<file path="src/rtl/mem_port_arbiter_if.sv">
// Bus bundle between the core (ibus/dbus masters), the arbiter and the shared
// 64-bit memory port. The arbiter uses the slave view; the surrounding core and
// memory use the master view.
interface mem_port_arbiter_if;
    // Instruction-fetch bus
    logic        ibus_ena;
    logic [63:0] ibus_addr;
    logic        ibus_valid1;
    logic        ibus_valid2;
    logic [31:0] ibus_rdata1;
    logic [31:0] ibus_rdata2;
    // Data bus
    logic        dbus_ena;
    logic [7:0]  dbus_wea;
    logic [2:0]  dbus_rlen;
    logic [63:0] dbus_addr;
    logic [63:0] dbus_wdata;
    logic [63:0] dbus_rdata;
    logic        dbus_stall;
    // Downstream memory port
    logic        mem_req;
    logic        mem_gnt;
    logic [63:0] mem_addr;
    logic [7:0]  mem_wea;
    logic [2:0]  mem_rlen;
    logic [63:0] mem_wdata;
    logic        mem_rvalid;
    logic [63:0] mem_rdata;

    modport slave (
        input  ibus_ena, ibus_addr,
        output ibus_valid1, ibus_valid2, ibus_rdata1, ibus_rdata2,
        input  dbus_ena, dbus_wea, dbus_rlen, dbus_addr, dbus_wdata,
        output dbus_rdata, dbus_stall,
        output mem_req, mem_addr, mem_wea, mem_rlen, mem_wdata,
        input  mem_gnt, mem_rvalid, mem_rdata
    );

    modport master (
        output ibus_ena, ibus_addr,
        input  ibus_valid1, ibus_valid2, ibus_rdata1, ibus_rdata2,
        output dbus_ena, dbus_wea, dbus_rlen, dbus_addr, dbus_wdata,
        input  dbus_rdata, dbus_stall,
        input  mem_req, mem_addr, mem_wea, mem_rlen, mem_wdata,
        output mem_gnt, mem_rvalid, mem_rdata
    );
endinterface

</file>
<file path="src/rtl/mem_port_arbiter.sv">
// Shares one 64-bit memory port between instruction fetch and data accesses.
// One transaction is outstanding at a time; dbus wins ties, but after
// MAX_D_STREAK consecutive dbus grants with a fetch waiting, the fetch goes next.
module mem_port_arbiter #(
    parameter int MAX_D_STREAK = 4
) (
    input  logic              clk,
    input  logic              resetn,
    mem_port_arbiter_if.slave bus
);
    localparam int STREAK_W = (MAX_D_STREAK < 1) ? 1 : $clog2(MAX_D_STREAK + 1);
    localparam logic [STREAK_W-1:0] STREAK_MAX = STREAK_W'(MAX_D_STREAK);

    localparam logic [2:0] ST_IDLE   = 3'd0;
    localparam logic [2:0] ST_I_REQ  = 3'd1;
    localparam logic [2:0] ST_I_WAIT = 3'd2;
    localparam logic [2:0] ST_D_REQ  = 3'd3;
    localparam logic [2:0] ST_D_WAIT = 3'd4;

    logic [2:0]          state_r;
    logic [2:0]          state_nxt_s;
    logic                mem_req_r;
    logic [STREAK_W-1:0] d_streak_r;
    logic [63:0]         req_addr_r;
    logic [7:0]          req_wea_r;
    logic [2:0]          req_rlen_r;
    logic [63:0]         req_wdata_r;
    logic                fetch_hi_r;

    logic grant_d_s;
    logic grant_i_s;
    logic streak_full_s;
    logic fetch_match_s;
    logic rsp_hit_s;
    logic d_done_s;

    assign streak_full_s = (d_streak_r == STREAK_MAX);
    // The fetch is still wanted only if the core asks for the very word it was issued for.
    assign fetch_match_s = (bus.ibus_addr == {req_addr_r[63:3], fetch_hi_r, 2'b00});
    assign rsp_hit_s     = (state_r == ST_I_WAIT) & bus.mem_rvalid & bus.ibus_ena & fetch_match_s;
    assign d_done_s      = (state_r == ST_D_WAIT) & bus.mem_rvalid;

    // Arbitration decision taken in IDLE: dbus first unless the fetch has waited long enough
    always_comb begin
        grant_d_s = 1'b0;
        grant_i_s = 1'b0;
        if (state_r == ST_IDLE) begin
            if (bus.dbus_ena && !(bus.ibus_ena && streak_full_s)) begin
                grant_d_s = 1'b1;
            end else if (bus.ibus_ena) begin
                grant_i_s = 1'b1;
            end else begin
                grant_d_s = 1'b0;
                grant_i_s = 1'b0;
            end
        end else begin
            grant_d_s = 1'b0;
            grant_i_s = 1'b0;
        end
    end

    // Sequencer next state: request until granted, then wait for the response
    always_comb begin
        state_nxt_s = state_r;
        case (state_r)
            ST_IDLE: begin
                if (grant_d_s) begin
                    state_nxt_s = ST_D_REQ;
                end else if (grant_i_s) begin
                    state_nxt_s = ST_I_REQ;
                end else begin
                    state_nxt_s = ST_IDLE;
                end
            end
            ST_I_REQ: begin
                if (bus.mem_gnt) begin
                    state_nxt_s = ST_I_WAIT;
                end else begin
                    state_nxt_s = ST_I_REQ;
                end
            end
            ST_I_WAIT: begin
                if (bus.mem_rvalid) begin
                    state_nxt_s = ST_IDLE;
                end else begin
                    state_nxt_s = ST_I_WAIT;
                end
            end
            ST_D_REQ: begin
                if (bus.mem_gnt) begin
                    state_nxt_s = ST_D_WAIT;
                end else begin
                    state_nxt_s = ST_D_REQ;
                end
            end
            ST_D_WAIT: begin
                if (bus.mem_rvalid) begin
                    state_nxt_s = ST_IDLE;
                end else begin
                    state_nxt_s = ST_D_WAIT;
                end
            end
            default: state_nxt_s = ST_IDLE;
        endcase
    end

    // State register and flopped request strobe
    always_ff @(posedge clk or negedge resetn) begin
        if (!resetn) begin
            state_r   <= ST_IDLE;
            mem_req_r <= 1'b0;
        end else begin
            state_r   <= state_nxt_s;
            mem_req_r <= (state_nxt_s == ST_I_REQ) || (state_nxt_s == ST_D_REQ);
        end
    end

    // Capture the winning request when leaving IDLE; fetches go out 8-byte aligned
    always_ff @(posedge clk or negedge resetn) begin
        if (!resetn) begin
            req_addr_r  <= 64'h0;
            req_wea_r   <= 8'h00;
            req_rlen_r  <= 3'd0;
            req_wdata_r <= 64'h0;
            fetch_hi_r  <= 1'b0;
        end else if (grant_d_s) begin
            req_addr_r  <= bus.dbus_addr;
            req_wea_r   <= bus.dbus_wea;
            req_rlen_r  <= bus.dbus_rlen;
            req_wdata_r <= bus.dbus_wdata;
            fetch_hi_r  <= 1'b0;
        end else if (grant_i_s) begin
            req_addr_r  <= {bus.ibus_addr[63:3], 3'b000};
            req_wea_r   <= 8'h00;
            req_rlen_r  <= 3'd7;
            req_wdata_r <= 64'h0;
            fetch_hi_r  <= bus.ibus_addr[2];
        end
    end

    // Count dbus wins over a waiting fetch; any fetch grant clears the count
    always_ff @(posedge clk or negedge resetn) begin
        if (!resetn) begin
            d_streak_r <= '0;
        end else if (grant_i_s) begin
            d_streak_r <= '0;
        end else if (grant_d_s && bus.ibus_ena && !streak_full_s) begin
            d_streak_r <= d_streak_r + STREAK_W'(1);
        end
    end

    assign bus.mem_req     = mem_req_r;
    assign bus.mem_addr    = req_addr_r;
    assign bus.mem_wea     = req_wea_r;
    assign bus.mem_rlen    = req_rlen_r;
    assign bus.mem_wdata   = req_wdata_r;

    assign bus.ibus_valid1 = rsp_hit_s;
    assign bus.ibus_valid2 = rsp_hit_s & ~fetch_hi_r;
    assign bus.ibus_rdata1 = !rsp_hit_s ? 32'h0 :
                             (fetch_hi_r ? bus.mem_rdata[63:32] : bus.mem_rdata[31:0]);
    assign bus.ibus_rdata2 = (rsp_hit_s & ~fetch_hi_r) ? bus.mem_rdata[63:32] : 32'h0;

    assign bus.dbus_stall  = bus.dbus_ena & ~d_done_s;
    assign bus.dbus_rdata  = d_done_s ? bus.mem_rdata : 64'h0;
endmodule

</file>
<file path="src/flat_wrapper.sv">
// flat-port wrapper written by rule: the top's interface ports become plain ports
module mem_port_arbiter_flat 
#(
    parameter int MAX_D_STREAK = 4
)
  (clk, resetn, bus_ibus_ena, bus_ibus_addr, bus_ibus_valid1, bus_ibus_valid2, bus_ibus_rdata1, bus_ibus_rdata2, bus_dbus_ena, bus_dbus_wea, bus_dbus_rlen, bus_dbus_addr, bus_dbus_wdata, bus_dbus_rdata, bus_dbus_stall, bus_mem_req, bus_mem_addr, bus_mem_wea, bus_mem_rlen, bus_mem_wdata, bus_mem_gnt, bus_mem_rvalid, bus_mem_rdata);
  mem_port_arbiter_if bus_i ();
  input  logic clk;
  input  logic resetn;
  input wire logic [$bits(bus_i.ibus_ena)-1:0] bus_ibus_ena;
  input wire logic [$bits(bus_i.ibus_addr)-1:0] bus_ibus_addr;
  output wire logic [$bits(bus_i.ibus_valid1)-1:0] bus_ibus_valid1;
  output wire logic [$bits(bus_i.ibus_valid2)-1:0] bus_ibus_valid2;
  output wire logic [$bits(bus_i.ibus_rdata1)-1:0] bus_ibus_rdata1;
  output wire logic [$bits(bus_i.ibus_rdata2)-1:0] bus_ibus_rdata2;
  input wire logic [$bits(bus_i.dbus_ena)-1:0] bus_dbus_ena;
  input wire logic [$bits(bus_i.dbus_wea)-1:0] bus_dbus_wea;
  input wire logic [$bits(bus_i.dbus_rlen)-1:0] bus_dbus_rlen;
  input wire logic [$bits(bus_i.dbus_addr)-1:0] bus_dbus_addr;
  input wire logic [$bits(bus_i.dbus_wdata)-1:0] bus_dbus_wdata;
  output wire logic [$bits(bus_i.dbus_rdata)-1:0] bus_dbus_rdata;
  output wire logic [$bits(bus_i.dbus_stall)-1:0] bus_dbus_stall;
  output wire logic [$bits(bus_i.mem_req)-1:0] bus_mem_req;
  output wire logic [$bits(bus_i.mem_addr)-1:0] bus_mem_addr;
  output wire logic [$bits(bus_i.mem_wea)-1:0] bus_mem_wea;
  output wire logic [$bits(bus_i.mem_rlen)-1:0] bus_mem_rlen;
  output wire logic [$bits(bus_i.mem_wdata)-1:0] bus_mem_wdata;
  input wire logic [$bits(bus_i.mem_gnt)-1:0] bus_mem_gnt;
  input wire logic [$bits(bus_i.mem_rvalid)-1:0] bus_mem_rvalid;
  input wire logic [$bits(bus_i.mem_rdata)-1:0] bus_mem_rdata;
  assign bus_i.ibus_ena = bus_ibus_ena;
  assign bus_i.ibus_addr = bus_ibus_addr;
  assign bus_ibus_valid1 = bus_i.ibus_valid1;
  assign bus_ibus_valid2 = bus_i.ibus_valid2;
  assign bus_ibus_rdata1 = bus_i.ibus_rdata1;
  assign bus_ibus_rdata2 = bus_i.ibus_rdata2;
  assign bus_i.dbus_ena = bus_dbus_ena;
  assign bus_i.dbus_wea = bus_dbus_wea;
  assign bus_i.dbus_rlen = bus_dbus_rlen;
  assign bus_i.dbus_addr = bus_dbus_addr;
  assign bus_i.dbus_wdata = bus_dbus_wdata;
  assign bus_dbus_rdata = bus_i.dbus_rdata;
  assign bus_dbus_stall = bus_i.dbus_stall;
  assign bus_mem_req = bus_i.mem_req;
  assign bus_mem_addr = bus_i.mem_addr;
  assign bus_mem_wea = bus_i.mem_wea;
  assign bus_mem_rlen = bus_i.mem_rlen;
  assign bus_mem_wdata = bus_i.mem_wdata;
  assign bus_i.mem_gnt = bus_mem_gnt;
  assign bus_i.mem_rvalid = bus_mem_rvalid;
  assign bus_i.mem_rdata = bus_mem_rdata;
  mem_port_arbiter #(.MAX_D_STREAK(MAX_D_STREAK)) u_core (.clk(clk), .resetn(resetn), .bus(bus_i));
endmodule
</file>
<file path="config.mk">
export PLATFORM = sky130hd
export DESIGN_NAME = mem_port_arbiter_flat
export DESIGN_NICKNAME = d
export VERILOG_FILES = /design/src/rtl/mem_port_arbiter_if.sv /design/src/rtl/mem_port_arbiter.sv /design/src/flat_wrapper.sv
export SDC_FILE = /design/constraint.sdc
export NUM_CORES = 1
export LEC_CHECK = 0
export CORE_AREA = 2 2 210 212
export CTS_CLUSTER_DIAMETER = 50
export DETAILED_ROUTE_END_ITERATION = 16
export DIE_AREA = 0 0 212 214
export HOLD_SLACK_MARGIN = 0.08
export PLACE_DENSITY = 0.51
export SYNTH_ARGS = -nofsm -noshare
export SYNTH_HDL_FRONTEND = slang
export SYNTH_SLANG_ARGS = --single-unit
</file>
<file path="constraint.sdc">
create_clock -name clk -period 2.3 [get_ports clk]
set_input_delay 0.23 -clock clk [delete_from_list [all_inputs] [get_ports clk]]
set_output_delay 0.23 -clock clk [all_outputs]
set_load 0.02 [all_outputs]
</file>
# After elaboration in Yosys (flattened, before gate mapping)
# Index checks and enable logic that the tools add are counted.
# totals
inputBits,273
register_bits,147
ramBits,0
n_memories,0
word_cells,63
output_inout_bits,271
latch_bits,0
mem_bits_ro,0
# op_classes
addsub,1
magnitude_cmp,0
reduce_logical,10
n_bitwise,8
div,0
n_mul,0
eq_ne,8
muxes,28
shift,0
# op_table
cell,n
$mux 64,5
$mux 32,3
$eq 64x64->1,1
$mux 3,7
$mux 8,2
$pmux 3 s5,1
$eq 3x2->1 const B,3
$mux 1,8
$and 1x1->1,6
$eq 3x1->1 const B,2
$eq 3x3->1 const B,2
$logic_and 1x1->1,4
$mux 2,2
$reduce_bool 2->1,2
$add 3x1->3 const B,1
$logic_not 3->1,1
$logic_not 1->1,2
$not 1->1,2
$logic_or 1x1->1,1

# Logic depth before layout (Yosys ltp)
# depth
word_depth,11
depth_mapped,9

# Worst setup path before layout
# OpenSTA, ideal clock, no wires.
# synth_path
path_kind,register -> output
from,register u_core.state_r[2]
to,output bus_ibus_rdata2[25]
path_stages_with_launch,7
n_path_buf,1
t_required_ps,2070
arrival_time_ps,2113
slack_ps,-43
cell_sequence,dfrtp_1 > nor4b_2 > nand4b_1 > nor4_1 > nand4_1 > clkbuf_1 > nor4_1
# synth_via
elab_chain_len,6
# synth_lines
item,line_no,text
start: declaration,mem_port_arbiter.sv:20,logic [2:0] state_r;
start signal: assignment,mem_port_arbiter.sv:113,state_r <= state_nxt_s;
$eq 3x2->1,mem_port_arbiter.sv:40,assign rsp_hit_s = (state_r == ST_I_WAIT) & bus.mem_rvalid & bus.ibus_ena & fetch_match_s;
$and 1x1->1 (3 in series),mem_port_arbiter.sv:40,
$and 1x1->1,mem_port_arbiter.sv:162,assign bus.ibus_rdata2 = (rsp_hit_s & ~fetch_hi_r) ? bus.mem_rdata[63:32] : 32'h0;
$mux 32,mem_port_arbiter.sv:162,
end: declaration,flat_wrapper.sv:15,output wire logic [$bits(bus_i.ibus_rdata2)-1:0] bus_ibus_rdata2;
# No other way between the ends.

# Final worst setup path
# layout_path
from,register u_core.state_r[2]
to,output bus_ibus_rdata1[16]
# layout_via
elab_chain_len,5
# layout_lines
item,line_no,text
$eq 3x2->1,mem_port_arbiter.sv:40,
$and 1x1->1 (3 in series),mem_port_arbiter.sv:40,
$mux 32,mem_port_arbiter.sv:160,assign bus.ibus_rdata1 = !rsp_hit_s ? 32'h0 :
end: declaration,flat_wrapper.sv:14,output wire logic [$bits(bus_i.ibus_rdata1)-1:0] bus_ibus_rdata1;
# No other way between the ends.

==> results.py <==
metrics = {
    "global_route": {
        "grt_pass1_wl_mm": 59.7,
        "overflow": 0,
        "grt_usage": 0.178,
        "grt_start_max_net_pins": 110,
        "antenna_found_initial": 6,
        "grt_pass1_vias": 9211,
    },
    "setup_path": {
        "cp_max_fo": 8,
        "r2r-end": "u_core.bus.mem_addr[38]",
        "r2r_cells": 7,
        "crit_start": "u_core.state_r[2]",
        "path_cells": "nor4b_4 > nand4b_1 > nor4_1 > nand4_1 > buf_6 > buf_12 > clkbuf_16 > nor3_2 > buf_4",
        "cp_data_arrival_time_ns": 2.74,
        "slowest_stage": "dfrtp_1",
        "cp.required_ns": 2.07,
        "r2r-start": "u_core.state_r[1]",
        "end_kind": "output pin",
        "max_stage_delay_ns": 0.42,
        "critPathKind": "flip-flop to output pin",
        "start_kind": "flip-flop",
        "r2r_setup_slack_ns": 0.17,
    },
    "status": {
        "status": "finished, violations left",
        "violations": "setup timing",
    },
    "sta": {
        "rsz0062_at_grt": "yes",
        "finalHoldViolCount": 0,
        "fmax_ghz": 0.336,
        "slew_headroom": 0.573,
        "tightest_slew_ns": 0.640,
        "slew_violations": 0,
        "setup_tns_ns": -38.35,
        "finalClockSkew_ns": 0.0105,
        "setup_slack_ns": -0.673,
        "period_share": 1.29,
        "hold_slack_ns": 0.325,
        "setup_viol_count_final": 66,
        "period_needed_ns": 2.97,
    },
    "placement": {
        "placed_area_um2": 15000,
        "place_ws_ns": -1.26,
        "portBuffers": 543,
        "hpwl_mm": 30.3,
        "gp_congestion": 0.803,
    },
    "synth": {
        "syn-instance-count": 892,
        "syn_area_um2": 7970,
        "ys_ff_latch": 147,
        "synth-main-ff-cell": "dfrtp_1",
        "synthDominantCellAreaShare": 0.461,
        "ys_async_sr_fraction": 1.00,
        "synth.top_cells.by_area": "dfrtp_1, a222oi_1, nand2_1",
        "synth_edf_count": 0,
        "yosys.area.top_type": "dfrtp_1",
        "synth_warnings": 0,
        "syn_area_per_cell_um2": 8.94,
        "seq_area_frac_synth": 0.461,
        "ys_types": 27,
        "synth_fp_nets": 1167,
    },
    "floorplan": {
        "std_cell_rows": 76,
        "ioPinCount": 544,
        "fp.dieH_um": 214,
        "start_util": 0.186,
        "design.core.area_um2": 42900,
        "fp.dieW_um": 212,
        "die_area_um2": 45400,
    },
    "drt": {
        "wl_per_cell_um": 20.0,
        "dr.pass1.iters": 7,
        "via_per_inst": 4.32,
        "wirelength_mm": 42.7,
        "drc": 0,
        "final_antenna_net_count": 0,
        "num_vias": 9208,
        "drtIter0Drc": 643,
    },
    "min_path": {
        "hold_start": "bus_dbus_wdata[3]",
        "whs_path_depth": 3,
        "min_to": "u_core.bus.mem_wdata[3]",
        "hold_path_class": "primary input to flip-flop",
    },
    "clock_network": {
        "cts_tree": "built",
        "clk_path_buf_depth": 2,
        "clockRootBuffer": "clkbuf_16",
        "cts_inserted_buffers": 17,
        "worst_skew_pair.late_latency_ns": 0.45,
        "ctsHtreeMaxLevel": 4,
        "clock_sinks": 147,
        "clkTransAtPathRegs_ns": 0.07,
    },
    "power": {
        "pwr-share-comb": 0.575,
        "p_leak_uw": 0.00735,
        "power_per_cell_area_nw_per_um2": 1030,
        "clock_power_share": 0.160,
        "p_switching_uw": 7180,
        "netSwitchingFraction": 0.415,
        "seq_power_share": 0.264,
        "ir_drop_v": 0.000647,
        "p_int_uw": 10100,
    },
    "final_layout": {
        "fin_area_um2": 16700,
        "area_growth_pct": 110,
        "final_util": 0.390,
        "layout_commonest_cell": "clkdlybuf4s50_1",
        "nNetsFinal": 1806,
        "final_cell_mix": "clkdlybuf4s50_1, nand2_1, dfrtp_1",
        "post_route_cells_drive_above_1_share": 0.258,
    },
    "run": {
        "cap_violations": 0,
    },
}
==> layer usage <==
layer | routed length, um | vias to the layer above | track usage | part of all wire
met5 | 18 | - | 0 | 0.00042
met4 | 1460 | 2 | 0.0721 | 0.034
met3 | 3200 | 69 | 0.0498 | 0.075
li1 | - | 4356 | - | -
met2 | 22500 | 399 | 0.328 | 0.53
met1 | 15500 | 4382 | 0.188 | 0.36
==> power groups by stage <==
stage | Combinational, uW | Clock, uW | Sequential, uW
after detailed placement | 9810 | 0 | 4580
after global placement | 9800 | 0 | 4540
after CTS | 9940 | 2870 | 4570
final | 9940 | 2770 | 4570
after global routing | 10700 | 2970 | 4720
after floorplan | 2990 | 0 | 6080
==> through the flow <==
step / instances / power (uW)
global route: 2130 / 18400
floorplan: 892 / 9060
finish: 2131 / 17300
detailed placement: 2059 / 14400
CTS: 2109 / 17400
global placement: 2059 / 14300
==> worst max path at each step <==
stage	end	slack, ns
after floorplan	bus_ibus_rdata2[25]	-0.04
after global placement	bus_ibus_rdata2[28]	-1.09
after detailed placement	bus_ibus_rdata2[13]	-1.26
after CTS	bus_ibus_rdata2[24]	-0.77
after global routing	bus_ibus_rdata1[16]	-0.84
final	bus_ibus_rdata1[16]	-0.67
==> timing repair <==
action	in CTS	in global routing
endpoints found under the setup margin	131	128
setup buffers	9	18
hold endpoints to repair	55	0
gates cloned	8	5
pin swaps	10	57
hold buffers	1	0
resized for setup	587	167
==> cell usage after synthesis, types with 2 or more instances <==
library cell and number:
nand2_1 161, dfrtp_1 147, inv_1 95, o21ai_0 85
and2_1 65, a222oi_1 61, xnor2_1 53, clkbuf_1 49
mux2i_1 34, nor3_1 34, nor4_1 28, buf_2 15
nand4_1 14, nor4_2 10, xor2_1 10, buf_1 9
nor2_1 9, and3_1 2, ha_1 2, nand4b_1 2
==> cell families after synthesis <==
family	Yosys count	share of synthesized area
multiplexers	35	0.0441
XOR/XNOR	63	0.0692
buffers and inverters	169	0.0828
flip-flops	147	0.461
AND/OR/NAND/NOR	329	0.209
adder cells (fa/ha/maj)	2	0.00314
AO/OA/AOI/OAI	147	0.131
==> layout make-up <==
| class | instances | area (um^2) |
|---|---|---|
| Timing Repair Buffer | 694 | 6880 |
| Clock buffer | 18 | 439 |
| Tap cell | 585 | 732 |
| Clock inverter | 14 | 129 |
| Fill cell | 4261 | 26200 |
| Inverter | 95 | 357 |
| Antenna cell | 2 | 5.00 |
| Sequential cell | 147 | 3680 |
| Multi-Input combinational cell | 576 | 4490 |
==> flip-flops by register name (all words and copies together) (netlist names) <==
signal	flops
u_core.bus.mem_addr	64
u_core.bus.mem_req	1
u_core.bus.mem_rlen	3
u_core.bus.mem_wdata	64
u_core.bus.mem_wea	8
u_core.d_streak_r	3
u_core.fetch_hi_r	1
u_core.state_r	3
==> worst max-delay path: cells and delay by family, from the launching register on <==
| kind | cells | cell delay, ns |
|---|---|---|
| flip-flops | 1 | 0.42 |
| buffers and inverters | 4 | 0.71 |
| AND/OR/NAND/NOR | 5 | 1.15 |
Note: power is estimated with default switching activity, not from simulation.
